==> config.mk <==
export PLATFORM = sky130hd
export DESIGN_NAME = mem_stage_ctrl_flat
export DESIGN_NICKNAME = d
export VERILOG_FILES = /design/src/rtl/mem_stage_ctrl_if.sv /design/src/rtl/mem_stage_ctrl.sv /design/src/flat_wrapper.sv
export SDC_FILE = /design/constraint.sdc
export NUM_CORES = 1
export LEC_CHECK = 0
export CORE_MARGIN = 4
export CORE_UTILIZATION = 50
export CTS_BUF_LIST = sky130_fd_sc_hd__clkbuf_8
export DETAILED_ROUTE_END_ITERATION = 8
export MAX_ROUTING_LAYER = met4
export PLACE_DENSITY = 0.78
export SLEW_MARGIN = 30
export SYNTH_ARGS = -nofsm -noshare
export SYNTH_HDL_FRONTEND = slang
export SYNTH_SLANG_ARGS = --single-unit
==> constraint.sdc <==
create_clock -name clk_i -period 3.06 [get_ports clk_i]
set_input_delay 0.306 -clock clk_i [delete_from_list [all_inputs] [get_ports clk_i]]
set_output_delay 0.306 -clock clk_i [all_outputs]
set_load 0.01 [all_outputs]
==> src/rtl/mem_stage_ctrl_if.sv <==
// Byte-wide data memory port of the memory stage.
// The master side issues beats; the slave side acks them.
interface mem_stage_ctrl_if #(
  parameter int ADDR_BITS = 6,
  parameter int ELEM_SIZE = 8
) ();
  logic                 mem_req_o;
  logic                 mem_we_o;
  logic [ADDR_BITS-1:0] mem_addr_o;
  logic [ELEM_SIZE-1:0] mem_wdata_o;
  logic [ELEM_SIZE-1:0] mem_rdata_i;
  logic                 mem_ack_i;

  modport master (
    output mem_req_o, mem_we_o,
    output mem_addr_o, mem_wdata_o,
    input  mem_rdata_i, mem_ack_i
  );

  modport slave (
    input  mem_req_o, mem_we_o,
    input  mem_addr_o, mem_wdata_o,
    output mem_rdata_i, mem_ack_i
  );
endinterface

==> src/rtl/mem_stage_ctrl.sv <==
// Memory stage: serialises scalar/vector loads and stores into
// byte beats, stalls upstream while busy, feeds writeback.
module mem_stage_ctrl #(
  parameter int REGI_SIZE  = 16,
  parameter int VECT_SIZE  = 8,
  parameter int ELEM_SIZE  = 8,
  parameter int MEMO_LINES = 64,
  parameter int ADDR_BITS  = $clog2(MEMO_LINES)
) (
  input  logic                           clk_i,
  input  logic                           rst_i,
  input  logic [REGI_SIZE-1:0]           ialu_res_i,
  input  logic [ELEM_SIZE*VECT_SIZE-1:0] valu_res_i,
  input  logic                           enableMem_i,
  input  logic                           enableReg_i,
  input  logic                           flagMemRead_i,
  input  logic                           flagMemWrite_i,
  input  logic                           isOper1V_i,
  input  logic                           writeResultInt_i,
  input  logic                           writeResultV_i,
  mem_stage_ctrl_if.master               mem,
  output logic                           stall_o,
  output logic                           wb_valid_o,
  output logic [REGI_SIZE-1:0]           wb_ialu_o,
  output logic [ELEM_SIZE*VECT_SIZE-1:0] wb_valu_o,
  output logic                           wb_enableReg_o,
  output logic                           wb_writeResultInt_o,
  output logic                           wb_writeResultV_o
);
  localparam int VW = ELEM_SIZE * VECT_SIZE;
  localparam int CW = $clog2(VECT_SIZE) + 1;
  localparam logic [CW-1:0] NVEC = CW'(VECT_SIZE);
  localparam logic [CW-1:0] NSCA = CW'(REGI_SIZE / ELEM_SIZE);

  typedef enum logic {IDLE, BUSY} state_t;

  state_t               state_q, state_d;
  logic [CW-1:0]        beat_q, beat_d;
  logic [CW-1:0]        n_q;
  logic [ADDR_BITS-1:0] base_q;
  logic [REGI_SIZE-1:0] ialu_q;
  logic [VW-1:0]        valu_q;
  logic [VW-1:0]        asm_q, asm_d;
  logic                 we_q, vld_q;
  logic                 er_q, wi_q, wv_q;

  logic          mem_op, vec_op, busy, ack_hit, last;
  logic [CW-1:0] n_beats;

  assign mem_op  = enableMem_i & (flagMemRead_i | flagMemWrite_i);
  assign vec_op  = (flagMemRead_i & writeResultV_i)
                 | (flagMemWrite_i & isOper1V_i);
  assign n_beats = vec_op ? NVEC : NSCA;
  assign busy    = (state_q == BUSY);
  assign ack_hit = busy & mem.mem_ack_i;
  assign last    = (beat_q == n_q - CW'(1));

  assign mem.mem_req_o   = busy;
  assign mem.mem_we_o    = busy & we_q;
  assign mem.mem_addr_o  = busy ? base_q + ADDR_BITS'(beat_q) : '0;
  assign mem.mem_wdata_o = busy
    ? valu_q[int'(beat_q)*ELEM_SIZE +: ELEM_SIZE] : '0;

  assign stall_o = rst_i & (((state_q == IDLE) & mem_op)
                 | (busy & !(mem.mem_ack_i & last)));

  // next state, beat counter and load assembly merge
  always_comb begin
    state_d = state_q;
    beat_d  = beat_q;
    asm_d   = asm_q;
    unique case (state_q)
      IDLE: begin
        if (mem_op) begin
          state_d = BUSY;
          beat_d  = '0;
        end
      end
      BUSY: begin
        if (mem.mem_ack_i) begin
          if (!we_q)
            asm_d[int'(beat_q)*ELEM_SIZE +: ELEM_SIZE] =
              mem.mem_rdata_i;
          if (last) begin
            state_d = IDLE;
            beat_d  = '0;
          end else begin
            beat_d = beat_q + CW'(1);
          end
        end
      end
      default: state_d = IDLE;
    endcase
  end

  // state and beat counter registers
  always_ff @(posedge clk_i or negedge rst_i) begin
    if (!rst_i) begin
      state_q <= IDLE;
      beat_q  <= '0;
    end else begin
      state_q <= state_d;
      beat_q  <= beat_d;
    end
  end

  // capture the operation when it is accepted
  always_ff @(posedge clk_i or negedge rst_i) begin
    if (!rst_i) begin
      base_q <= '0;
      ialu_q <= '0;
      valu_q <= '0;
      n_q    <= '0;
      we_q   <= 1'b0;
      vld_q  <= 1'b0;
      er_q   <= 1'b0;
      wi_q   <= 1'b0;
      wv_q   <= 1'b0;
      asm_q  <= '0;
    end else if (!busy && mem_op) begin
      base_q <= ialu_res_i[ADDR_BITS-1:0];
      ialu_q <= ialu_res_i;
      valu_q <= valu_res_i;
      n_q    <= n_beats;
      we_q   <= flagMemWrite_i;
      vld_q  <= !flagMemWrite_i & writeResultV_i;
      er_q   <= enableReg_i;
      wi_q   <= writeResultInt_i;
      wv_q   <= writeResultV_i;
      asm_q  <= '0;
    end else begin
      asm_q  <= asm_d;
    end
  end

  // writeback register: pass-through, bubble, or access result
  always_ff @(posedge clk_i or negedge rst_i) begin
    if (!rst_i) begin
      wb_valid_o          <= 1'b0;
      wb_ialu_o           <= '0;
      wb_valu_o           <= '0;
      wb_enableReg_o      <= 1'b0;
      wb_writeResultInt_o <= 1'b0;
      wb_writeResultV_o   <= 1'b0;
    end else if (!busy) begin
      if (mem_op) begin
        wb_valid_o <= 1'b0;
      end else begin
        wb_valid_o          <= enableReg_i | enableMem_i;
        wb_ialu_o           <= ialu_res_i;
        wb_valu_o           <= valu_res_i;
        wb_enableReg_o      <= enableReg_i;
        wb_writeResultInt_o <= writeResultInt_i;
        wb_writeResultV_o   <= writeResultV_i;
      end
    end else if (ack_hit && last) begin
      wb_valid_o          <= 1'b1;
      wb_ialu_o           <= (!we_q && !vld_q)
                           ? asm_d[REGI_SIZE-1:0] : ialu_q;
      wb_valu_o           <= (!we_q && vld_q) ? asm_d : valu_q;
      wb_enableReg_o      <= er_q;
      wb_writeResultInt_o <= wi_q;
      wb_writeResultV_o   <= wv_q;
    end else begin
      wb_valid_o <= 1'b0;
    end
  end
endmodule

==> src/flat_wrapper.sv <==
// flat-port wrapper written by rule: the top's interface ports become plain ports
module mem_stage_ctrl_flat 
#(
  parameter int REGI_SIZE  = 16,
  parameter int VECT_SIZE  = 8,
  parameter int ELEM_SIZE  = 8,
  parameter int MEMO_LINES = 64,
  parameter int ADDR_BITS  = $clog2(MEMO_LINES)
)
  (clk_i, rst_i, ialu_res_i, valu_res_i, enableMem_i, enableReg_i, flagMemRead_i, flagMemWrite_i, isOper1V_i, writeResultInt_i, writeResultV_i, stall_o, wb_valid_o, wb_ialu_o, wb_valu_o, wb_enableReg_o, wb_writeResultInt_o, wb_writeResultV_o, mem_mem_req_o, mem_mem_we_o, mem_mem_addr_o, mem_mem_wdata_o, mem_mem_rdata_i, mem_mem_ack_i);
  mem_stage_ctrl_if #(.ADDR_BITS(ADDR_BITS), .ELEM_SIZE(ELEM_SIZE)) mem_i ();
  input  logic clk_i;
  input  logic rst_i;
  input  logic [REGI_SIZE-1:0] ialu_res_i;
  input  logic [ELEM_SIZE*VECT_SIZE-1:0] valu_res_i;
  input  logic enableMem_i;
  input  logic enableReg_i;
  input  logic flagMemRead_i;
  input  logic flagMemWrite_i;
  input  logic isOper1V_i;
  input  logic writeResultInt_i;
  input  logic writeResultV_i;
  output logic stall_o;
  output logic wb_valid_o;
  output logic [REGI_SIZE-1:0] wb_ialu_o;
  output logic [ELEM_SIZE*VECT_SIZE-1:0] wb_valu_o;
  output logic wb_enableReg_o;
  output logic wb_writeResultInt_o;
  output logic wb_writeResultV_o;
  output wire logic [$bits(mem_i.mem_req_o)-1:0] mem_mem_req_o;
  output wire logic [$bits(mem_i.mem_we_o)-1:0] mem_mem_we_o;
  output wire logic [$bits(mem_i.mem_addr_o)-1:0] mem_mem_addr_o;
  output wire logic [$bits(mem_i.mem_wdata_o)-1:0] mem_mem_wdata_o;
  input wire logic [$bits(mem_i.mem_rdata_i)-1:0] mem_mem_rdata_i;
  input wire logic [$bits(mem_i.mem_ack_i)-1:0] mem_mem_ack_i;
  assign mem_mem_req_o = mem_i.mem_req_o;
  assign mem_mem_we_o = mem_i.mem_we_o;
  assign mem_mem_addr_o = mem_i.mem_addr_o;
  assign mem_mem_wdata_o = mem_i.mem_wdata_o;
  assign mem_i.mem_rdata_i = mem_mem_rdata_i;
  assign mem_i.mem_ack_i = mem_mem_ack_i;
  mem_stage_ctrl #(.REGI_SIZE(REGI_SIZE), .VECT_SIZE(VECT_SIZE), .ELEM_SIZE(ELEM_SIZE), .MEMO_LINES(MEMO_LINES), .ADDR_BITS(ADDR_BITS)) u_core (.clk_i(clk_i), .rst_i(rst_i), .ialu_res_i(ialu_res_i), .valu_res_i(valu_res_i), .enableMem_i(enableMem_i), .enableReg_i(enableReg_i), .flagMemRead_i(flagMemRead_i), .flagMemWrite_i(flagMemWrite_i), .isOper1V_i(isOper1V_i), .writeResultInt_i(writeResultInt_i), .writeResultV_i(writeResultV_i), .mem(mem_i), .stall_o(stall_o), .wb_valid_o(wb_valid_o), .wb_ialu_o(wb_ialu_o), .wb_valu_o(wb_valu_o), .wb_enableReg_o(wb_enableReg_o), .wb_writeResultInt_o(wb_writeResultInt_o), .wb_writeResultV_o(wb_writeResultV_o));
endmodule
==> metrics.txt <==
fmax=0.344 GHz; FF+latch count, synth=240; Maximum Capacitance Violations=0; Finished Layout Cells=between 1500 and 2000; die area=between 0.02 and 0.03 mm2; Final min period=a little under 3 ns; antenna cell count=0; RSZ-0062 raised after global routing=false; post-synthesis net count=between 1000 and 1500; CTS tree=yes; Layout Skew=between 0.02 and 0.025 ns; most common flop cell mapped by yosys=dfrtp_1; via count=11200; H-tree Lvls=2; Die X=around 160 um; initial core utilization=between 50% and 60%; 1st-iter DRT viols=around 1400; post-synthesis compound-gate area fraction=18.7%; Antenna Nets Post-Route=0; clock sink count=240; crit end category=output pin; critical path's top delay family=buffers and inverters; final setup TNS=0 ns; gr ovfl total=0; syn avg cell area=about 9.1 um2; Yosys cell types=59; final hold vios=0; adder and majority cell fraction of the synthesized area=less than 1%; initial antenna violation count=0; gr usage total=a little under a third; setup violation total in the final timing report=0; crit share post-route=between 90% and 100%; clk buf depth=3; maximum vdd ir drop=about 0.53 mV; hpwl dp=approximately 27000 um; Layout area overhead=26.1%; post-synthesis xor/xnor area fraction=less than 1%; Core Box Area=about 0.024 mm2; type of the tightest min-delay check=in2async; Top Metal Used=met4; mux contribution to synthesized area=approximately 8.4%; start point of the critical path=u_core.mem.mem_req_o$_DFF_PN0_; metal2 WL=approximately 18000 um; Crit path buffers/inverters=3; CTS clk-pin slew, worst paths=~0.060 ns; status=finished clean; R2R Path Start=u_core.beat_q[1]$_DFFE_PN0P_; slowest CP cell=dfrtp_2; worst slew pin tran=between 0.8 and 0.9 ns; Wirelength per Cell=~21 um; Num CTS Buffers=40; GPL Wtd Cong=0.935; reg-to-reg critical path endpoint=u_core.wb_valu_o[28]$_DFFE_PN0P_; global-route wire length before repair=slightly above 60000 um; Post-layout nets=between 1500 and 2000; Worst Setup EP=stall_o; synth top area cells=dfrtp_1, nand2_1, o21ai_0; WL met3=approximately 3800 um; Yosys top cell area share=slightly below 50%; kind of critical path=reg2out; PwrDens=1100 mW/mm2; largest family of logic cells by synthesized area=compound AO/OA/AOI/OAI gates; Mapped Area=0.0122 mm2; leakage power=7.10 nW; vias per cell=around 6.0; Ports=199; peak per-stage delay on the critical path=~0.65 ns; slew margin rel.=40.3%; Critical Path, Cell by Cell=inv_1 > and2_1 > a21o_2 > inv_2 > and2_1 > clkdlybuf4s50_1; cell taking the most area after synthesis=dfrtp_1; Async S/R FF share, synth=between 90% and 100%; Die Height=around 160 um; Placed Cells=about 1800; cell count after synthesis=1334; sequential area share after synthesis=49.3%; Syn. warnings=0; Worst setup SP type=flop; number of iterations in the first detailed-routing pass=7; worst-skew pair later-pin latency=0.56 ns; Post-synth EDFFs=0; # port buffers=just under 200; share of cells above drive strength 1=roughly a tenth; largest net degree at the start of global routing=150; vias in the first global route=11200; Critical Path AT=2.60 ns; root buffer cell=clkbuf_8; R2R setup slack=approximately 0.25 ns; Reg2Reg Depth=8; fraction of the mapped netlist area in simple logic gates=between 10% and 20%; critical path depth=6; fin. max-slew vios=0; final WL=39400 um; CP required=approximately 2.8 ns; met1 wire length=~16000 um; Place WS=between 0.2 and 0.3 ns; most used cell, CP=and2_1; Cell Rows=56; final setup margin=between 0.1 and 0.15 ns; Crit Path Max Fanout=17; DRC Markers=0
-- per-stage QoR --
step	power, W	utilization, %	hold WS, ns	area, um2
floorplan	0.0105	-	0.0104	12200
global placement	0.0138	61.5	0.248	14600
detailed placement	0.0141	61.5	0.248	14600
CTS	0.0169	64.7	0.246	15400
global route	0.0180	64.7	0.281	15400
finish	0.0169	64.7	0.251	15400
-- power by group --
group	leakage, nW	total (W)	switching, W	internal [W]
registers	3.01	0.00593	0.00127	0.00466
logic	3.63	0.00828	0.00435	0.00393
clock network	0.451	0.00272	0.00128	0.00144
total	7.10	0.0169	0.00691	0.0100
-- how the worst min path moves through the flow --
stage | start | end | slack (ns) | cells after the start
global route | rst_i | u_core.asm_q[22]$_DFF_PN0_ | 0.28 | 2
detailed placement | rst_i | u_core.wb_valu_o[47]$_DFFE_PN0P_ | 0.25 | 1
CTS | rst_i | u_core.valu_q[23]$_DFFE_PN0P_ | 0.25 | 2
global placement | rst_i | u_core.wb_valu_o[47]$_DFFE_PN0P_ | 0.25 | 1
floorplan | rst_i | u_core.asm_q[0]$_DFF_PN0_ | 0.01 | 0
finish | rst_i | u_core.wb_valu_o[47]$_DFFE_PN0P_ | 0.25 | 2
-- layer usage --
layer	up-vias	global-route usage, %
met1	5427	42.2
met3	115	4.87
met5	-	-
met4	0	11.0
li1	4973	-
met2	672	45.4
-- layout by cell type (no fill, tap or decap), types with 4 or more instances in the layout --
master and count:
buf_12 6, o32ai_1 6, a21o_1 20, nor3_1 23, mux4_2 16, ha_1 7
xnor2_1 4, inv_1 42, o21a_1 5, o22a_1 50, or3_1 9, dfrtp_1 238
and2_0 5, mux2i_2 8, nor2_1 127, nand3_1 10, clkdlybuf4s50_1 195, nand2b_1 5
a311o_1 8, and2_1 10, buf_4 46, clkbuf_8 49, o21ai_0 128, nand2_1 278
a211oi_1 13, a21oi_1 125, mux2i_1 55
-- cells in the mapped netlist, types with 3 or more instances --
library cell,count
nand2_1,278
dfrtp_1,240
nor2_1,128
o21ai_0,128
a21oi_1,125
clkbuf_1,75
mux2i_1,55
o22a_1,50
inv_1,25
nor3_1,23
a21o_1,21
buf_2,18
mux4_2,16
a211oi_1,13
and2_1,10
buf_1,10
nand3_1,10
or3_1,9
a311o_1,8
mux2i_2,8
ha_1,7
nand2b_1,6
o32ai_1,6
and2_0,5
o21a_1,5
nor2b_1,4
xnor2_1,4
a221oi_1,3
buf_6,3
nand3b_1,3
o31ai_1,3
or2_2,3
-- repair_timing --
item | in CTS | in global routing
hold buffers | 1 | 0
endpoints found under the hold margin | 48 | 0
setup buffers | 0 | 0
setup endpoints to repair | 2 | 0
resized for setup | 3 | 0
-- cell type report --
| cell class | instances | area [um2] |
|---|---|---|
| fillers | 1933 | 8390 |
| multi-input cells | 960 | 5650 |
| inverters | 26 | 97.6 |
| well taps | 319 | 399 |
| repair buffers | 251 | 2460 |
| flip-flops and latches | 240 | 6010 |
| clock buffers | 49 | 674 |
| clock inverters | 19 | 77.6 |
-- sequential cells by signal, summed over array words and instances, names as in the netlist, 2 cells and up --
signal	cells
u_core.wb_ialu_o	16
u_core.n_q	2
u_core.beat_q	4
u_core.ialu_q	16
u_core.asm_q	64
u_core.valu_q	64
u_core.wb_valu_o	64
-- logic make-up (layout without fill, tap and decap cells) --
logic type / Yosys count / after routing
flip-flops: 240 / 240
multiplexers: 79 / 79
adder cells (fa/ha/maj): 8 / 8
AND/OR/NAND/NOR: 496 / 496
AO/OA/AOI/OAI: 370 / 370
buffers and inverters: 134 / 345
XOR/XNOR: 7 / 7
(Power assumes the default switching activity.)
